`src/rtl/aib_mac_ch_traffic_if.sv`:
```
`timescale 1ns/1ps
`default_nettype none
// ============================================================================
//  Module   : aib_mac_ch_traffic_if
//  Purpose  : Channel-side bundle between the MAC traffic block and the AIB
//             channel datapath (TX word out, RX word in, path-ready strobes).
//  Ports    : ms_tx_transfer_en - TX path ready
//             ms_rx_transfer_en - RX path ready
//             data_out_f        - word received from the PHY
//             data_in_f         - word transmitted to the PHY
//  Modports : master - MAC side (traffic generator/checker)
//             slave  - PHY/channel side
//  Revision : 1.0 - initial release
// ============================================================================
interface aib_mac_ch_traffic_if #(
    parameter int DWIDTH = 40
);
    logic                  ms_tx_transfer_en;
    logic                  ms_rx_transfer_en;
    logic [DWIDTH*8-1:0]   data_out_f;
    logic [DWIDTH*8-1:0]   data_in_f;

    modport master (
        input  ms_tx_transfer_en,
        input  ms_rx_transfer_en,
        input  data_out_f,
        output data_in_f
    );

    modport slave (
        output ms_tx_transfer_en,
        output ms_rx_transfer_en,
        output data_out_f,
        input  data_in_f
    );
endinterface
`default_nettype wire

```
`src/rtl/aib_mac_ch_traffic.sv`:
```
`timescale 1ns/1ps
`default_nettype none
// ============================================================================
//  Module   : aib_mac_ch_traffic
//  Purpose  : Per-channel MAC-side traffic generator and loopback checker for
//             AIB bring-up. Sends patterned words (seed + k*NSEG + j per
//             segment), hunts for word 0 on the return path, then checks every
//             enabled word, counting errors and producing a pass/fail verdict.
//  Ports    : m_wr_clk, ns_adapter_rstn (async active-low)
//             i_mode, i_start, i_num_words, i_seed   - run configuration
//             ch (master)                            - TX/RX words and enables
//             o_busy, o_done, o_pass, o_err_cnt,
//             o_hunt_timeout, o_rx_word_cnt          - status
//  Option   : AIB_TRAFFIC_ERR_INJ_EN adds i_err_inj (flip bit 0 of the next
//             driven word) and o_inj_cnt (injected word count).
//  Revision : 1.0 - initial release
// ============================================================================
module aib_mac_ch_traffic #(
    parameter int DWIDTH       = 40,
    parameter int CNTW         = 16,
    parameter int HUNT_TIMEOUT = 1024
) (
    input  logic                m_wr_clk,
    input  logic                ns_adapter_rstn,
    input  logic [1:0]          i_mode,
    input  logic                i_start,
    input  logic [CNTW-1:0]     i_num_words,
    input  logic [DWIDTH-1:0]   i_seed,
`ifdef AIB_TRAFFIC_ERR_INJ_EN
    input  logic                i_err_inj,
    output logic [15:0]         o_inj_cnt,
`endif
    aib_mac_ch_traffic_if.master ch,
    output logic                o_busy,
    output logic                o_done,
    output logic                o_pass,
    output logic [15:0]         o_err_cnt,
    output logic                o_hunt_timeout,
    output logic [CNTW-1:0]     o_rx_word_cnt
);
    localparam int BW  = DWIDTH * 8;
    localparam int HCW = $clog2(HUNT_TIMEOUT + 1);

    typedef enum logic [1:0] {G_IDLE = 2'd0, G_RUN = 2'd1, G_DONE = 2'd2} gstate_t;
    typedef enum logic [1:0] {C_IDLE = 2'd0, C_HUNT = 2'd1, C_CHECK = 2'd2, C_DONE = 2'd3} cstate_t;

    function automatic logic [3:0] f_nseg(input logic [1:0] m);
        case (m)
            2'd3:    f_nseg = 4'd8;
            2'd2:    f_nseg = 4'd4;
            default: f_nseg = 4'd2;
        endcase
    endfunction

    // Word whose segment j is base+j; segments beyond NSEG stay zero.
    function automatic logic [BW-1:0] f_word(input logic [DWIDTH-1:0] base, input logic [1:0] m);
        logic [BW-1:0] w;
        w = '0;
        for (int j = 0; j < 8; j++) begin
            if (j < int'(f_nseg(m))) w[j*DWIDTH +: DWIDTH] = base + DWIDTH'(j);
        end
        return w;
    endfunction

    function automatic logic [BW-1:0] f_mask(input logic [1:0] m);
        logic [BW-1:0] w;
        w = '0;
        for (int j = 0; j < 8; j++) begin
            if (j < int'(f_nseg(m))) w[j*DWIDTH +: DWIDTH] = '1;
        end
        return w;
    endfunction

    gstate_t            r_gstate;
    cstate_t            r_cstate;
    logic [1:0]         r_mode;
    logic [CNTW-1:0]    r_num;
    logic [CNTW-1:0]    r_gk;
    logic [DWIDTH-1:0]  r_gbase;      // seed + k*NSEG for the next TX word
    logic [DWIDTH-1:0]  r_cbase;      // seed + idx*NSEG for the next expected word
    logic [HCW-1:0]     r_hunt;
    logic [BW-1:0]      r_data;
    logic               r_busy, r_done, r_pass, r_hto;
    logic [15:0]        r_err_cnt;
    logic [CNTW-1:0]    r_rx_cnt;

    logic               w_accept, w_drive, w_mismatch, w_both_done, w_inj;
    logic [DWIDTH-1:0]  w_step;
    logic [BW-1:0]      w_gword;
    logic [15:0]        w_err_inc;
    logic [CNTW-1:0]    w_cnt_inc;

    assign w_accept    = i_start && (r_gstate == G_IDLE) && !r_busy;
    assign w_drive     = (r_gstate == G_RUN) && (r_num != '0) && ch.ms_tx_transfer_en;
    assign w_step      = DWIDTH'(f_nseg(r_mode));
    assign w_mismatch  = (ch.data_out_f & f_mask(r_mode)) != f_word(r_cbase, r_mode);
    assign w_both_done = (r_gstate == G_DONE) && (r_cstate == C_DONE);
    assign w_err_inc   = (r_err_cnt == 16'hFFFF) ? r_err_cnt : r_err_cnt + 16'd1;
    assign w_cnt_inc   = r_rx_cnt + CNTW'(1);

`ifdef AIB_TRAFFIC_ERR_INJ_EN
    logic               r_inj_pend;
    logic [15:0]        r_inj_cnt;
    // A pulse coinciding with a drive edge hits that word; otherwise it waits.
    assign w_inj     = r_inj_pend || i_err_inj;
    assign o_inj_cnt = r_inj_cnt;
`else
    assign w_inj     = 1'b0;
`endif
    assign w_gword = f_word(r_gbase, r_mode) ^ {{(BW-1){1'b0}}, w_inj};

    always_ff @(posedge m_wr_clk or negedge ns_adapter_rstn) begin
        if (!ns_adapter_rstn) begin
            r_gstate  <= G_IDLE;
            r_cstate  <= C_IDLE;
            r_mode    <= '0;
            r_num     <= '0;
            r_gk      <= '0;
            r_gbase   <= '0;
            r_cbase   <= '0;
            r_hunt    <= '0;
            r_data    <= '0;
            r_busy    <= 1'b0;
            r_done    <= 1'b0;
            r_pass    <= 1'b0;
            r_hto     <= 1'b0;
            r_err_cnt <= '0;
            r_rx_cnt  <= '0;
`ifdef AIB_TRAFFIC_ERR_INJ_EN
            r_inj_pend <= 1'b0;
            r_inj_cnt  <= '0;
`endif
        end else if (w_accept) begin
            r_gstate  <= G_RUN;
            r_cstate  <= C_HUNT;
            r_mode    <= i_mode;
            r_num     <= i_num_words;
            r_gk      <= '0;
            r_gbase   <= i_seed;
            r_cbase   <= i_seed;
            r_hunt    <= '0;
            r_data    <= '0;
            r_busy    <= 1'b1;
            r_done    <= 1'b0;
            r_pass    <= 1'b0;
            r_hto     <= 1'b0;
            r_err_cnt <= '0;
            r_rx_cnt  <= '0;
`ifdef AIB_TRAFFIC_ERR_INJ_EN
            r_inj_pend <= 1'b0;
            r_inj_cnt  <= '0;
`endif
        end else begin
            // ---------------- generator ----------------
            case (r_gstate)
                G_RUN: begin
                    if (r_num == '0) begin
                        r_gstate <= G_IDLE;            // zero-length run: nothing to send
                    end else if (w_drive) begin
                        r_data  <= w_gword;
                        r_gbase <= r_gbase + w_step;
                        r_gk    <= r_gk + CNTW'(1);
                        if (r_gk == r_num - CNTW'(1)) r_gstate <= G_DONE;
                    end
                end
                G_DONE: begin
                    r_data <= '0;
                    if (w_both_done) r_gstate <= G_IDLE;
                end
                default: ;
            endcase

            // ---------------- checker ----------------
            case (r_cstate)
                C_HUNT: begin
                    if (r_num == '0) begin
                        r_cstate <= C_IDLE;            // zero-length run finishes at once
                        r_done   <= 1'b1;
                        r_pass   <= 1'b1;
                        r_busy   <= 1'b0;
                    end else if (ch.ms_rx_transfer_en && !w_mismatch) begin
                        r_rx_cnt <= CNTW'(1);
                        r_cbase  <= r_cbase + w_step;
                        if (r_num == CNTW'(1)) begin
                            r_cstate <= C_DONE;
                            r_done   <= 1'b1;
                            r_pass   <= 1'b1;
                        end else begin
                            r_cstate <= C_CHECK;
                        end
                    end else if (r_hunt == HCW'(HUNT_TIMEOUT - 1)) begin
                        r_cstate <= C_DONE;
                        r_hto    <= 1'b1;
                        r_done   <= 1'b1;
                        r_pass   <= 1'b0;
                    end else begin
                        r_hunt <= r_hunt + HCW'(1);
                    end
                end
                C_CHECK: begin
                    if (ch.ms_rx_transfer_en) begin
                        r_cbase  <= r_cbase + w_step;
                        r_rx_cnt <= w_cnt_inc;
                        if (w_mismatch) r_err_cnt <= w_err_inc;
                        if (w_cnt_inc == r_num) begin
                            r_cstate <= C_DONE;
                            r_done   <= 1'b1;
                            r_pass   <= !w_mismatch && (r_err_cnt == '0);
                        end
                    end
                end
                C_DONE: begin
                    if (w_both_done) begin
                        r_cstate <= C_IDLE;
                        r_busy   <= 1'b0;
                    end
                end
                default: ;
            endcase

`ifdef AIB_TRAFFIC_ERR_INJ_EN
            if (w_drive) begin
                r_inj_pend <= 1'b0;
                if (w_inj && r_inj_cnt != 16'hFFFF) r_inj_cnt <= r_inj_cnt + 16'd1;
            end else if (r_gstate == G_RUN && i_err_inj) begin
                r_inj_pend <= 1'b1;
            end
`endif
        end
    end

    assign ch.data_in_f    = r_data;
    assign o_busy          = r_busy;
    assign o_done          = r_done;
    assign o_pass          = r_pass;
    assign o_err_cnt       = r_err_cnt;
    assign o_hunt_timeout  = r_hto;
    assign o_rx_word_cnt   = r_rx_cnt;
endmodule
`default_nettype wire

```
`src/flat_wrapper.sv`:
```
// flat-port wrapper written by rule: the top's interface ports become plain ports
module aib_mac_ch_traffic_flat 
#(
    parameter int DWIDTH       = 40,
    parameter int CNTW         = 16,
    parameter int HUNT_TIMEOUT = 1024
)
  (m_wr_clk, ns_adapter_rstn, i_mode, i_start, i_num_words, i_seed, o_busy, o_done, o_pass, o_err_cnt, o_hunt_timeout, o_rx_word_cnt, ch_ms_tx_transfer_en, ch_ms_rx_transfer_en, ch_data_out_f, ch_data_in_f);
  aib_mac_ch_traffic_if #(.DWIDTH(DWIDTH)) ch_i ();
  input  logic m_wr_clk;
  input  logic ns_adapter_rstn;
  input  logic [1:0] i_mode;
  input  logic i_start;
  input  logic [CNTW-1:0] i_num_words;
  input  logic [DWIDTH-1:0] i_seed;
  output logic o_busy;
  output logic o_done;
  output logic o_pass;
  output logic [15:0] o_err_cnt;
  output logic o_hunt_timeout;
  output logic [CNTW-1:0] o_rx_word_cnt;
  input wire logic [$bits(ch_i.ms_tx_transfer_en)-1:0] ch_ms_tx_transfer_en;
  input wire logic [$bits(ch_i.ms_rx_transfer_en)-1:0] ch_ms_rx_transfer_en;
  input wire logic [$bits(ch_i.data_out_f)-1:0] ch_data_out_f;
  output wire logic [$bits(ch_i.data_in_f)-1:0] ch_data_in_f;
  assign ch_i.ms_tx_transfer_en = ch_ms_tx_transfer_en;
  assign ch_i.ms_rx_transfer_en = ch_ms_rx_transfer_en;
  assign ch_i.data_out_f = ch_data_out_f;
  assign ch_data_in_f = ch_i.data_in_f;
  aib_mac_ch_traffic #(.DWIDTH(DWIDTH), .CNTW(CNTW), .HUNT_TIMEOUT(HUNT_TIMEOUT)) u_core (.m_wr_clk(m_wr_clk), .ns_adapter_rstn(ns_adapter_rstn), .i_mode(i_mode), .i_start(i_start), .i_num_words(i_num_words), .i_seed(i_seed), .ch(ch_i), .o_busy(o_busy), .o_done(o_done), .o_pass(o_pass), .o_err_cnt(o_err_cnt), .o_hunt_timeout(o_hunt_timeout), .o_rx_word_cnt(o_rx_word_cnt));
endmodule
```
`config.mk`:
```
export PLATFORM = sky130hd
export DESIGN_NAME = aib_mac_ch_traffic_flat
export DESIGN_NICKNAME = d
export VERILOG_FILES = /design/src/rtl/aib_mac_ch_traffic_if.sv /design/src/rtl/aib_mac_ch_traffic.sv /design/src/flat_wrapper.sv
export SDC_FILE = /design/constraint.sdc
export NUM_CORES = 2
export LEC_CHECK = 0
export CAP_MARGIN = 20
export CORE_AREA = 2 2 285 287
export DETAILED_ROUTE_END_ITERATION = 10
export DIE_AREA = 0 0 287 289
export GPL_TIMING_DRIVEN = 0
export PLACE_DENSITY = 0.74
export SYNTH_ARGS = -nofsm -noshare
export SYNTH_HDL_FRONTEND = slang
export SYNTH_SLANG_ARGS = --single-unit
```
`constraint.sdc`:
```
create_clock -name m_wr_clk -period 4.1 [get_ports m_wr_clk]
set_clock_uncertainty 0.2 [all_clocks]
set_input_delay 0.41 -clock m_wr_clk [delete_from_list [all_inputs] [get_ports m_wr_clk]]
set_output_delay 0.41 -clock m_wr_clk [all_outputs]
set_load 0.01 [all_outputs]
```
# Word level (Yosys, flattened, before mapping)
# Index checks and enable logic that the tools add are counted.
# W data, S select, Z words.
[totals]
reg_bits = 485
latchBits = 0
mem_bits_rw = 0
romBits = 0
in_bits = 383
output_inout_bits = 356
elab_cells = 203
n_memories = 0
[op_classes]
n_addsub = 21
multipliers = 0
div_mod_pow = 0
order_cmp = 8
n_eq_ne = 30
n_shift = 0
muxes = 94
bitwise = 1
n_reduce_logical = 34
[ops]
columns = ["op", "count"]
rows = [
  ["$mux W40", 32],
  ["$mux W320", 3],
  ["$pmux W320 S2", 1],
  ["$add A40 B3 Y40 const B", 8],
  ["$and A320 B320 Y320", 1],
  ["$ne A320 B320 Y1", 1],
  ["$mux W16", 13],
  ["$add A40 B2 Y40 const B", 4],
  ["$add A40 B1 Y40 const B", 2],
  ["$add A40 B4 Y40", 2],
  ["$pmux W40 S2", 1],
  ["$mux W11", 5],
  ["$add A16 B1 Y16 const B", 3],
  ["$eq A16 B16 Y1", 2],
  ["$logic_not A16 Y1", 2],
  ["$pmux W16 S2", 1],
  ["$mux W2", 11],
  ["$mux W1", 21],
  ["$reduce_and A4 Y1", 5],
  ["$ne A3 B1 Y1 const B", 6],
  ["$eq A16 B1 Y1 const B", 1],
  ["$eq A16 B16 Y1 const B", 1],
  ["$lt A3 B4 Y1 const A", 4],
  ["$reduce_bool A16 Y1", 1],
  ["25 further kinds", 57],
]

# Longest topological paths before layout
[depth]
depth_word = 12
mapped_depth = 17
ltp_nobuf = 13

# Worst setup path before layout
# Ideal clock, no wire load.
[synth_timing]
path_type = "flip-flop to flip-flop"
start = "register u_core.r_cbase[1]"
end = "register u_core.r_pass (netlist: u_core.o_pass)"
setup_time_ns = 0.125
arrival_ns = 4.200
required_ns = 3.775
setup_slack_ns = -0.425
path_stages_with_launch = 16
n_path_buf = 2
synth_period_minus_slack_ns = 4.525
path_cell_list = "dfrtp_1 > buf_2 > inv_1 > ha_1 > clkbuf_1 > nand3b_1 > nor4_1 > nand2_1 > xnor2_1 > or3_1 > or4_1 > nor4_2 > a31oi_1 > nor4_1 > a211o_1 > mux2_2"
[synth_between]
elab_chain_len = 9
word_cells_on_any_way = 28
classes_between = "add/sub: 7; eq/ne: 3; mux: 14; reduce/logical: 4"
[synth_lines]
columns = ["item", "line_no", "rtl"]
rows = [
  ["from (decl)", "aib_mac_ch_traffic.sv:80", "logic [DWIDTH-1:0] r_cbase;"],
  ["from (signal assigned)", "aib_mac_ch_traffic.sv:140", "r_cbase <= i_seed;"],
  ["from (signal assigned)", "aib_mac_ch_traffic.sv:183", "r_cbase <= r_cbase + w_step;"],
  ["from (signal assigned)", "aib_mac_ch_traffic.sv:202", "r_cbase <= r_cbase + w_step;"],
  ["$add A40 B1 Y40 (tied with other cells)", "aib_mac_ch_traffic.sv:60", "if (j < int'(f_nseg(m))) w[j*DWIDTH +: DWIDTH] = base + DWIDTH'(j);"],
  ["$mux W40", "aib_mac_ch_traffic.sv:60", ""],
  ["$ne A320 B320 Y1 (*)", "aib_mac_ch_traffic.sv:96", "assign w_mismatch = (ch.data_out_f & f_mask(r_mode)) != f_word(r_cbase, r_mode);"],
  ["$logic_not A1 Y1 (*)", "aib_mac_ch_traffic.sv:181, aib_mac_ch_traffic.sv:208", ""],
  ["$logic_and A1 B1 Y1, on equally long branches", "aib_mac_ch_traffic.sv:208, aib_mac_ch_traffic.sv:181", ""],
  ["$mux W1, on equally long branches", "aib_mac_ch_traffic.sv:205, aib_mac_ch_traffic.sv:181", ""],
  ["$mux W1, on equally long branches", "aib_mac_ch_traffic.sv:201, aib_mac_ch_traffic.sv:176", ""],
  ["$pmux W1 S2", "aib_mac_ch_traffic.sv:174", "case (r_cstate)"],
  ["$mux W1", "aib_mac_ch_traffic.sv:133", "end else if (w_accept) begin"],
  ["to (signal assigned)", "aib_mac_ch_traffic.sv:208", "r_pass <= !w_mismatch && (r_err_cnt == '0);"],
  ["to (decl)", "aib_mac_ch_traffic.sv:83", "logic r_busy, r_done, r_pass, r_hto;"],
]
# Mark *: on every way between the ends. The rest lies on a longest branch, timed or not. The select of a mux whose other input is x is not followed.
# A chain may end at the register's enable or synchronous reset.

# Final worst setup path
[layout_timing]
start = "register u_core.r_cbase[9]"
end = "register u_core.r_cbase[35]"
[layout_between]
elab_chain_len = 7
word_cells_on_any_way = 26
classes_between = "add/sub: 8; eq/ne: 2; mux: 13; reduce/logical: 3"
[layout_lines]
columns = ["item", "line_no", "rtl"]
rows = [
  ["$add A40 B1 Y40 (tied with other cells)", "aib_mac_ch_traffic.sv:60", ""],
  ["$mux W40", "aib_mac_ch_traffic.sv:60", ""],
  ["$ne A320 B320 Y1", "aib_mac_ch_traffic.sv:96", ""],
  ["$logic_not A1 Y1", "aib_mac_ch_traffic.sv:181", "end else if (ch.ms_rx_transfer_en && !w_mismatch) begin"],
  ["$logic_and A1 B1 Y1", "aib_mac_ch_traffic.sv:181", ""],
  ["$ne A3 B1 Y1 (no line)", "--", ""],
  ["$reduce_and A4 Y1 (no line)", "--", ""],
]
# Parallel ways exist; a longest one is shown, timed or not. The select of a mux whose other input is x is not followed.

==> qor.yml <==
critical_path:
  endpoint: "u_core.r_cbase[35]"
  critPathLaunch: "u_core.r_cbase[9]"
  cp.arrival_ns: 5.32
  cp.required_ns: 4.45
  critPathCaptureType: "flip-flop"
  reg2reg_depth: 17
  timing.rr.end: "u_core.r_cbase[35]"
  rrSetupSlack_ns: -0.87
  critPathKind: "reg2reg"
  cp-start-kind: "flip-flop"
  r2r-start: "u_core.r_cbase[9]"
  cp_max_fo: 7
drt:
  vias: 42800
  drc: 0
  avgRoutedWirePerCell_um: 35.4
  drt_first_pass_iters: 10
  drt-initial-drc-count: 6583
  ant_nets: 0
  avgViaCountPerCell: 6.65
  finalWirelength_um: 228000
synthesis:
  syn_avg_cell_area_um2: 8.23
  yosysSeqAreaShare: 0.339
  synth_top_area_cell: "dfrtp_1"
  netlist_area_um2: 35600
  syn-num-nets: 4749
  yosys.area.top_type_share: 0.339
  ys_seq_elements: 483
  ys_warn_count: 0
  synth.area.top_cells: "dfrtp_1, xnor2_1, xor2_1"
  synthCells: 4324
  synth_edf_count: 0
  async_flop_share: 1.00
  ys_types: 92
  ys.flop_type: "dfrtp_1"
sta:
  rsz0062_at_grt: "true"
  tightestPinTransition_ns: 1.25
  final.min_clock_period_ns: 4.97
  fin_ws_ns: -0.868
  fmax_mhz: 201
  drv_slew: 0
  hold_violations: 0
  fin_crit_sh: 1.21
  setup_viol: 91
  fin_tns_setup_ns: -63.42
  slew_headroom: 0.166
placed_design:
  placed_cells: 6165
  portBuffers: 738
  finalWeightedCongestion: 1.13
  dp_hpwl_um: 177000
  post-place-ws_ns: -2.63
global_route:
  gr-usage-met1: 0.605
  grt.busiest_layer: "met2"
  grt_use_total: 0.526
  antenna_found_initial: 21
  use_met2: 0.776
  grt_overflow_total: 0
  grt_pass1_vias: 40500
  grt_max_degree: 118
  grtUsageMet3: 0.190
  grt_pass1_wl_um: 307000
cells_and_area:
  layout_common_cells: "clkdlybuf4s50_1, nand2_1, dfrtp_1"
  nets: 5750
  final_common_cell: "clkdlybuf4s50_1"
  drive_above_1_share: 0.153
  fin_cells: 6431
  final_util: 0.637
  synthToLayoutAreaGrowth_pct: 43.0
cts:
  cts-root-buf: "clkbuf_16"
  path_clk_slew_ns: 0.07
  cts_sinks: 483
  clk_latency_ns: 0.67
  cts_tree: "done"
  clockBufferDepth: 3
  htreeDepth: 2
  numCtsBuffers: 52
floorplan:
  die_h_um: 289
  core_um2: 79900
  start_util: 0.446
  ios: 739
  fp.dieW_um: 287
  rows: 104
  die-area_um2: 82900
min_path:
  hp-start: "i_num_words[2]"
  hold_class: "in2reg"
pwr:
  power_uw: 42400
  power.leakage_uw: 0.0193
  ir_drop_v: 0.000496
  power_density_nw_per_um2: 834
outcome:
  violations: "negative setup slack"
  status: "complete, but fails checks"
job:
  cap_violations: 0
## per-stage QoR
step	hold WS [ns]	area [µm²]
floorplan	-0.0856	35700
global placement	0.260	44500
detailed placement	0.265	45000
CTS	0.0915	49400
global route	0.124	50900
finish	0.0878	50900
## final cells by class
| type | count | area, µm² |
|---|---|---|
| clock inverters | 23 | 302 |
| plain buffers | 341 | 2110 |
| diodes | 9 | 22.5 |
| fillers | 6873 | 29000 |
| multi-input cells | 3434 | 23800 |
| inverters | 54 | 214 |
| well taps | 1060 | 1330 |
| clock buffers | 68 | 1470 |
| repair buffers | 959 | 9530 |
| flip-flops and latches | 483 | 12100 |
## report_power, final
group          internal [µW]  total, µW  switching, µW
registers               6530       8180           1650
logic                  10200      29200          19100
clock network           2800       5020           2220
## worst min-delay path by stage
stage,end,slack [ns],depth (start not counted)
5_1_grt,u_core.r_num[4],0.12,3
2_1_floorplan,u_core.ch.data_in_f[0],-0.09,0
4_1_cts,u_core.r_num[2],0.09,3
6_report,u_core.r_num[2],0.09,3
3_3_place_gp,u_core.ch.data_in_f[67],0.26,2
3_5_place_dp,u_core.ch.data_in_f[69],0.27,2
## critical path: stages, from the launching register on
cell      delay (ns)
dfrtp_1         0.32
buf_2           0.26
nand4_4         0.18
buf_4           0.18
or4_4           0.63
nor4_4          0.36
xnor2_2         0.26
a221oi_4        0.37
nand4_1         0.33
o41ai_4         0.38
buf_6           0.18
nor4b_4         0.28
a21oi_4         0.15
buf_8           0.16
buf_12          0.13
buf_12          0.14
o21bai_1        0.15
a21oi_1         0.16
## flip-flops by register name, summed over array words and instances (netlist names)
signal and cells:
u_core.r_gstate 2, u_core.r_hunt 11, u_core.o_hunt_timeout 1, u_core.o_pass 1, u_core.o_done 1, u_core.o_busy 1
u_core.r_num 16, u_core.r_gk 16, u_core.ch.data_in_f 318, u_core.r_cstate 2, u_core.o_rx_word_cnt 16, u_core.r_cbase 40
u_core.r_gbase 40, u_core.r_mode 2, u_core.o_err_cnt 16
## timing repair
action | in CTS | in global routing
gates cloned | 5 | 3
gates resized for setup | 435 | 309
hold buffers | 1 | 0
endpoints found under the hold margin | 115 | 0
buffers inserted | 111 | 48
endpoints found under the setup margin | 411 | 315
pin swaps | 83 | 82
## logic make-up after synthesis
group	Yosys count	synth area share
AO/OA/AOI/OAI	866	0.165
XOR/XNOR	758	0.186
adder cells (fa/ha/maj)	42	0.0152
buffers and inverters	407	0.0471
flip-flops	483	0.339
multiplexers	24	0.00696
AND/OR/NAND/NOR	1744	0.240
## synth_stat cells, types with 12 or more instances
cell,number
clkbuf_1,238
or3_1,29
nand2b_1,15
nand4_1,109
dfrtp_1,483
nor4_1,83
and4_1,31
o22ai_1,16
o22a_1,24
buf_2,59
ha_1,40
nor2b_1,21
a21oi_1,149
o21ai_0,156
o31ai_1,293
and3_1,65
nand3b_1,12
xnor2_1,427
a21o_1,18
a31oi_1,37
nor2_1,311
or4_1,27
and2_1,16
nand2_1,712
nand3_1,128
mux2i_1,18
nor4_2,12
xor2_1,331
inv_1,54
o211ai_1,14
nor3_1,94
buf_4,12
buf_1,40
## per-layer routing
layer  part of all wire  wire length (µm)
met5            0.00076               173
met4               0.11             26000
met3               0.13             30200
met2               0.42             94600
met1               0.34             76700
(Power assumes the default switching activity.)
